### src/rtl/mips_pkg.sv
// Shared definitions for the pipelined MIPS core front end and decoder.
package mips_pkg;

    localparam int unsigned XLEN       = 32;
    localparam int unsigned WORD_BYTES = 4;

    localparam logic [XLEN-1:0] RESET_PC_DEF  = 32'h0000_0000;
    // sll $0,$0,0
    localparam logic [XLEN-1:0] NOP_INSTR_DEF = 32'h0000_0000;

    localparam logic [5:0] OP_RTYPE = 6'h00;
    localparam logic [5:0] OP_JUMP  = 6'h02;
    localparam logic [5:0] OP_BEQ   = 6'h04;

    // IF/ID pipeline register payload
    typedef struct packed {
        logic [XLEN-1:0] instr;
        logic [XLEN-1:0] pc_plus4;
        logic            valid;
    } ifid_t;

    // Sign-extended word offset of a branch immediate, in bytes
    function automatic logic [XLEN-1:0] branch_offset(input logic [15:0] imm);
        return {{(XLEN-18){imm[15]}}, imm, 2'b00};
    endfunction

endpackage

### src/rtl/if_id_reg.sv
// IF/ID pipeline register: flush (bubble insert) beats stall (hold).
module if_id_reg
    import mips_pkg::*;
#(
    parameter logic [XLEN-1:0] NOP_INSTR = NOP_INSTR_DEF
) (
    input  logic  clk,
    input  logic  rst,
    input  logic  flush_i,
    input  logic  stall_i,
    input  ifid_t d_i,
    output ifid_t q_o
);

    ifid_t ifid_q;
    ifid_t ifid_d;

    // Next IF/ID contents: bubble, hold, or load the fetched word
    always_comb begin
        ifid_d = ifid_q;
        if (flush_i) begin
            ifid_d = '{instr: NOP_INSTR, pc_plus4: '0, valid: 1'b0};
        end else if (!stall_i) begin
            ifid_d = d_i;
        end
    end

    // IF/ID state, cleared to a bubble on reset
    always_ff @(posedge clk or posedge rst) begin
        if (rst) begin
            ifid_q <= '{instr: NOP_INSTR, pc_plus4: '0, valid: 1'b0};
        end else begin
            ifid_q <= ifid_d;
        end
    end

    assign q_o = ifid_q;

endmodule

### src/rtl/fetch_stage.sv
// Fetch stage: PC register, next-PC select, IF/ID register and perf counters.
module fetch_stage
    import mips_pkg::*;
#(
    parameter logic [XLEN-1:0] RESET_PC  = RESET_PC_DEF,
    parameter logic [XLEN-1:0] NOP_INSTR = NOP_INSTR_DEF,
    parameter int unsigned     CNT_W     = 32
) (
    input  logic             CLK,
    input  logic             RST,
    input  logic [XLEN-1:0]  InstrF,
    input  logic             StallF,
    input  logic             StallD,
    input  logic             FlushD,
    input  logic             BranchTakenD,
    input  logic             JumpD,
    output logic [XLEN-1:0]  PCF,
    output logic [XLEN-1:0]  InstrD,
    output logic [XLEN-1:0]  PCPlus4D,
    output logic             ValidD,
    output logic [CNT_W-1:0] FetchCount,
    output logic [CNT_W-1:0] FlushCount
);

    logic [XLEN-1:0]  pc_q;
    logic [XLEN-1:0]  pc_d;
    logic [CNT_W-1:0] fetch_cnt_q;
    logic [CNT_W-1:0] fetch_cnt_d;
    logic [CNT_W-1:0] flush_cnt_q;
    logic [CNT_W-1:0] flush_cnt_d;

    logic [XLEN-1:0]  pc_plus4_f;
    logic [XLEN-1:0]  branch_target_d;
    logic [XLEN-1:0]  jump_target_d;
    logic             redir_d;
    logic             squash_d;
    logic             load_d;
    ifid_t            ifid_in;
    ifid_t            ifid_out;

    // Sequential fetch address and decode-stage redirect targets
    always_comb begin
        pc_plus4_f      = pc_q + XLEN'(WORD_BYTES);
        branch_target_d = ifid_out.pc_plus4 + branch_offset(ifid_out.instr[15:0]);
        jump_target_d   = {ifid_out.pc_plus4[31:28], ifid_out.instr[25:0], 2'b00};
        // A stalled decode or a bubble cannot redirect fetch
        redir_d         = (BranchTakenD | JumpD) & ifid_out.valid & ~StallD;
        squash_d        = FlushD | redir_d;
        load_d          = ~squash_d & ~StallD;
    end

    // Next-PC select: stall, then jump, then branch, then sequential
    always_comb begin
        pc_d = pc_plus4_f;
        if (StallF) begin
            pc_d = pc_q;
        end else if (redir_d && JumpD) begin
            pc_d = jump_target_d;
        end else if (redir_d && BranchTakenD) begin
            pc_d = branch_target_d;
        end
    end

    // Performance counters, wrapping silently
    always_comb begin
        fetch_cnt_d = fetch_cnt_q;
        flush_cnt_d = flush_cnt_q;
        if (load_d) begin
            fetch_cnt_d = fetch_cnt_q + CNT_W'(1);
        end
        if (squash_d) begin
            flush_cnt_d = flush_cnt_q + CNT_W'(1);
        end
    end

    // PC and counter state
    always_ff @(posedge CLK or posedge RST) begin
        if (RST) begin
            pc_q        <= RESET_PC;
            fetch_cnt_q <= '0;
            flush_cnt_q <= '0;
        end else begin
            pc_q        <= pc_d;
            fetch_cnt_q <= fetch_cnt_d;
            flush_cnt_q <= flush_cnt_d;
        end
    end

    assign ifid_in = '{instr: InstrF, pc_plus4: pc_plus4_f, valid: 1'b1};

    if_id_reg #(
        .NOP_INSTR (NOP_INSTR)
    ) u_if_id_reg (
        .clk     (CLK),
        .rst     (RST),
        .flush_i (squash_d),
        .stall_i (StallD),
        .d_i     (ifid_in),
        .q_o     (ifid_out)
    );

    assign PCF        = pc_q;
    assign InstrD     = ifid_out.instr;
    assign PCPlus4D   = ifid_out.pc_plus4;
    assign ValidD     = ifid_out.valid;
    assign FetchCount = fetch_cnt_q;
    assign FlushCount = flush_cnt_q;

endmodule

### config.mk
export PLATFORM = sky130hd
export DESIGN_NAME = fetch_stage
export DESIGN_NICKNAME = d
export VERILOG_FILES = /design/src/rtl/mips_pkg.sv /design/src/rtl/if_id_reg.sv /design/src/rtl/fetch_stage.sv
export SDC_FILE = /design/constraint.sdc
export NUM_CORES = 1
export LEC_CHECK = 0
export BUFFER_PORTS_ARGS = -buffer_cell sky130_fd_sc_hd__buf_2
export CORE_ASPECT_RATIO = 1.5
export CORE_UTILIZATION = 35
export CTS_CLUSTER_SIZE = 25
export DETAILED_ROUTE_END_ITERATION = 10
export SYNTH_ARGS = -nofsm -noshare
export SYNTH_HDL_FRONTEND = slang
export SYNTH_SLANG_ARGS = --single-unit
### constraint.sdc
create_clock -name CLK -period 5.2 [get_ports CLK]
set_input_delay 0.52 -clock CLK [delete_from_list [all_inputs] [get_ports CLK]]
set_output_delay 0.52 -clock CLK [all_outputs]
set_load 0.03 [all_outputs]
After elaboration in Yosys (flattened, before gate mapping) --
Cells that the tools add are included. Widths: inputs -> output; s select.
Word-level totals: register bits 161, output and inout bits 161, logic and storage cells 24, memories 0, latch bits 0, memory bits (read-only) 0, RAM bits 0, input port bits 39
Operators by class: shift-type cells 0, add/sub/neg operators 4, equal/unequal tests 1, reductions and logical operators 2, multiplexer cells 4, divide/modulo/power cells 0, bitwise operators 7, $lt $le $gt $ge 0, multipliers 0
Operators with widths (number):
- $mux 65 | 2
- $add 32x1->32 const B | 2
- $mux 32 | 2
- $add 32x3->32 const B | 1
- $add 32x32->32 | 1
- $and 1x1->1 | 3
- $logic_and 1x1->1 | 2
- $ne 2x1->1 const B | 1
- $not 1->1 | 2
- $or 1x1->1 | 2

Longest topological paths before layout --
word-level depth 6, depth in mapped cells 11, mapped depth without buffers 11

By module --
A second synthesis with hierarchy kept.
Unflattened totals: cells, all modules 995, area, all modules 9630.5 um^2
Modules (own cells, without submodules):
- fetch_stage | cells an instance 785, instances 1, seq. area each 2402.3 um^2, area an instance 6959.2 um^2
- if_id_reg | cells an instance 210, instances 1, seq. area each 1626.6 um^2, area an instance 2671.3 um^2

Worst setup path before layout --
Ideal clock, no wire load.
kind reg2reg, start point reg u_if_id_reg.ifid_q (netlist bit u_if_id_reg.q_o[33]), end point reg pc_q[24], in the netlist PCF[24], path buffers 0, cell stages (with the launch flop) 12, path slack 2.373 ns, library setup time 0.133 ns, period minus slack after synthesis 2.827 ns, data required time 5.067 ns, data arrival time 2.694 ns, path through dfrtp_1 ha_1 fa_1 a21o_1 a221oi_2 o21bai_2 a311oi_2 o31ai_2 a31oi_1 xnor2_1 a21oi_1 a21oi_1
Between the ends: cells in the longest elaborated chain, start to end 3
RTL lines:
- start, declared | line if_id_reg.sv:15 | ifid_t ifid_q;
- start signal, assigned | line if_id_reg.sv:31 | ifid_q <= '{instr: NOP_INSTR, pc_plus4: '0, valid: 1'b0};
- start signal, assigned | line if_id_reg.sv:33 | ifid_q <= ifid_d;
- $add 32x32->32 | line fetch_stage.sv:44 | branch_target_d = ifid_out.pc_plus4 + branch_offset(ifid_out.instr[15:0]);
- $mux 32 | line fetch_stage.sv:59 | end else if (redir_d && BranchTakenD) begin
- $mux 32 | line fetch_stage.sv:57 | end else if (redir_d && JumpD) begin
- end signal, assigned | line fetch_stage.sv:83 | pc_q <= pc_d;
- end, declared | line fetch_stage.sv:25 | logic [XLEN-1:0] pc_q;
Every way passes these cells. A chain may end at the register's enable or synchronous reset.

Worst setup path in the final report --
start point reg u_if_id_reg.ifid_q (netlist bit u_if_id_reg.q_o[33]), end point reg pc_q[30], in the netlist PCF[30]
Same word-level chain as after synthesis.

==> impl_metrics.csv <==
group,metric,value,unit
worst_setup_path,path_buf_inv,0,
logic_synthesis,synth_top_cell_area_share,44.3,%
placed_design,hpwl,19600,µm
die,die_y,199,µm
worst_setup_path,r2r_cells,11,
min_path,worstHoldPathType,"input port to asynchronous set/reset pin",
clock_tree,cts_tree,"built",
global_routing,grt_start_max_net_pins,62,
clock_tree,clockRootBuffer,"clkbuf_16",
worst_setup_path,crit_cells,11,
logic_synthesis,synth-main-ff-cell,"dfrtp_1",
logic_synthesis,synth_top_area_cell,"dfrtp_1",
timing,grt_setup_unrepaired,"false",
clock_tree,cts_setup_buffers,0,
layout,finalNetCount,1226,
timing,hold_viol_final,0,
die,num_rows,71,
timing,slew_headroom,12.4,%
logic_synthesis,async_reset_ff_share,100,%
clock_tree,cts.hold.buffers_added,0,
worst_setup_path,crit_type,"flop to flop",
timing,setup_viol,0,
worst_setup_path,critPathMaxStageDelay,0.44,ns
global_routing,grt_pass1_wl,42800,µm
logic_synthesis,synthMuxAreaShare,4.78,%
worst_setup_path,crit_path_frequent_cell,"a21oi_1",
worst_setup_path,start_kind,"flop",
layout,n_antenna_cell,0,
worst_setup_path,crit_chain,"ha_1 -> fa_1 -> a21o_1 -> a221oi_2 -> o221ai_1 -> a21oi_1 -> o21ai_0 -> a21oi_1 -> xnor2_1 -> a21oi_1 -> nor2_1",
timing,fmax,0.320,GHz
logic_synthesis,ys_ff_latch,161,
logic_synthesis,synthAdderAreaFrac,4.62,%
clock_tree,cts_resized,0,
timing,fin_setup_tns,0,ns
pwr,power.leakage,5.61,nW
drt,first_iter_violations,390,
clock_tree,clockBufferDepth,2,
status,status,"complete, no violations",
layout,fin_cells,1495,
die,io_pins,200,
drt,avgViaCountPerCell,5.23,
worst_setup_path,cp.arrival,3.50,ns
logic_synthesis,yosysSeqAreaShare,44.3,%
die,die-area,26600,µm²
logic_synthesis,yosys_warnings,0,
global_routing,gr-total-overflow,0,
worst_setup_path,cp_max_fo,4,
pwr,power.internal,2.52,mW
timing,fin_crit_sh,60.2,%
placed_design,place.port_buffers,199,
logic_synthesis,yosys-top-cells-count,"161 x dfrtp_1, 134 x nor2_1, 96 x nand2_1",
clock_tree,clk_pin_slew,0.07,ns
logic_synthesis,synth_fp_nets,1042,
logic_synthesis,synth_area,9090,µm²
logic_synthesis,ys_top_cells_by_area,"dfrtp_1 44%, xnor2_1 7.1%, nor2_1 5.5%",
clock_tree,cts_sinks,161,
placed_design,dp_cells,1463,
die,start_util,35.9,%
timing,worstMarginPinSlew,1.31,ns
clock_tree,numCtsBuffers,17,
placed_design,gp_congestion,0.917,
worst_setup_path,endpoint_kind,"flop",
pwr,pwr-share-clk,33.4,%
logic_synthesis,yosys.area_share.simple,18.4,%
pwr,sw_frac_of_total,37.5,%
worst_setup_path,r2r-start,"u_if_id_reg.q_o[33]",
worst_setup_path,cp_slowest_cell,"a221oi_2",
drt,wl_per_cell,17.8,µm
layout,drive_gt1_share,22.7,%
timing,post-route-min-period,3.13,ns
logic_synthesis,avgSynthCellArea,9.37,µm²
worst_setup_path,critPathTopFamily,"compound AO/OA/AOI/OAI gates",
drt,postRouteAntennaNets,0,
logic_synthesis,yosysMostFrequentCell,"dfrtp_1",
worst_setup_path,r2r_setup_slack,2.07,ns
pwr,seqPwrFrac,40.0,%
logic_synthesis,synth_edf_count,0,
worst_setup_path,worstReg2RegEnd,"PCF[30]",
job,maxCapViolations,0,
logic_synthesis,synth-xor-area-share,11.2,%
logic_synthesis,synth_top_family_by_area,"simple AND/OR/NAND/NOR gates",
drt,drc_errors,0,
drt,drt_pass1_iterations,4,
logic_synthesis,yosysUniqueCellTypes,62,
timing,skew,0.00964,ns
die,core,25300,µm²
die,die_x,134,µm
drt,wl,26700,µm
global_routing,antenna_found_initial,0,
clock_tree,h-tree-depth,4,
timing,slew_viol_final,0,
worst_setup_path,required,5.57,ns
logic_synthesis,synthCells,970,
pwr,powerDensity,367,nW/µm²
pwr,p_comb_share,26.5,%
pwr,p_sw,1.51,mW
layout,fillCellCount,2541,
logic_synthesis,synth_compound_area_share,13.8,%
clock_tree,clk_latency,0.44,ns
drt,num_vias,7813,
layout,syn2layout_area_growth,21.1,%
global_routing,grt_use_total,20.7,%
global_routing,grt_pass1_vias,7795,
pwr,ir_drop,226,µV
==> power by group through the flow <==
stage	sequential (mW)	clock, mW	combinational (mW)
finish	1.62	1.35	1.07
global route	1.64	1.43	1.17
CTS	1.62	1.38	1.08
detailed placement	1.64	0	1.08
global placement	1.64	0	1.07
floorplan	1.87	0	0.490
==> worst max-delay path by stage <==
stage | end | slack, ns | start
final | PCF[30] | 2.07 | u_if_id_reg.q_o[33]
after global routing | PCF[30] | 1.86 | u_if_id_reg.q_o[33]
after CTS | PCF[30] | 2.05 | u_if_id_reg.q_o[33]
after detailed placement | PCF[25] | 2.02 | StallD
after global placement | PCF[25] | 2.04 | StallD
after floorplan | FetchCount[0] | 0.33 | RST
==> sequential cells by signal, summed over array words and instances, names as in the netlist <==
register,flops
u_if_id_reg.q_o,65
PCF,32
FetchCount,32
FlushCount,32
==> layout make-up <==
type	instances	area, µm²	area share [%]
Multi-Input combinational cell	743	4790	43.5
Sequential cell	161	4030	36.6
Timing Repair Buffer	207	1060	9.62
Clock buffer	17	425	3.86
Tap cell	328	410	3.73
Clock inverter	15	196	1.78
Inverter	24	95.1	0.864
==> layout by cell type (no fill, tap or decap), types with 5 or more instances in the layout <==
cell | synthesis | final
nand2_1 | 96 | 96
buf_2 | 0 | 198
nand3_1 | 41 | 41
clkinv_4 | 0 | 5
clkbuf_16 | 0 | 17
a31oi_1 | 9 | 9
a22oi_1 | 5 | 5
mux2i_1 | 40 | 40
a21o_1 | 17 | 17
dfrtp_1 | 161 | 161
nor2b_1 | 5 | 5
a211oi_1 | 11 | 11
a21oi_1 | 73 | 73
nor2_1 | 134 | 134
nand4_1 | 19 | 19
inv_6 | 0 | 5
o21ai_0 | 38 | 38
and3_1 | 23 | 23
buf_4 | 2 | 9
nor3_1 | 12 | 12
xnor2_1 | 74 | 74
ha_1 | 32 | 32
xor2_1 | 42 | 42
inv_1 | 22 | 21
==> metrics by stage <==
stage / utilization [%] / setup slack, ns / hold slack (ns) / power [mW] / cell area [µm²]
final: 43.5 / 2.07 / 0.159 / 4.04 / 11000
after global placement: 41.0 / 2.04 / 0.456 / 2.71 / 10400
after detailed placement: 41.0 / 2.02 / 0.460 / 2.72 / 10400
after floorplan: - / 0.332 / 0.630 / 2.36 / 9090
after CTS: 43.5 / 2.05 / 0.170 / 4.08 / 11000
after global routing: 43.5 / 1.86 / 0.187 / 4.24 / 11000
==> metal layers <==
metal  GRT usage [%]  wire length, µm  vias to the layer above
met5               0                0                        -
met4            8.75              782                        0
met3            3.25             1050                       40
met2            37.3            14100                      226
met1            24.1            10700                     3789
li1                -                -                     3758
==> logic make-up after synthesis <==
kind of cell | after synthesis
xor+xnor | 116
fa+ha+maj | 33
flops | 161
compound gates | 197
simple gates | 354
mux | 43
buf+inv | 66
Power figures use the tool's default switching activity.
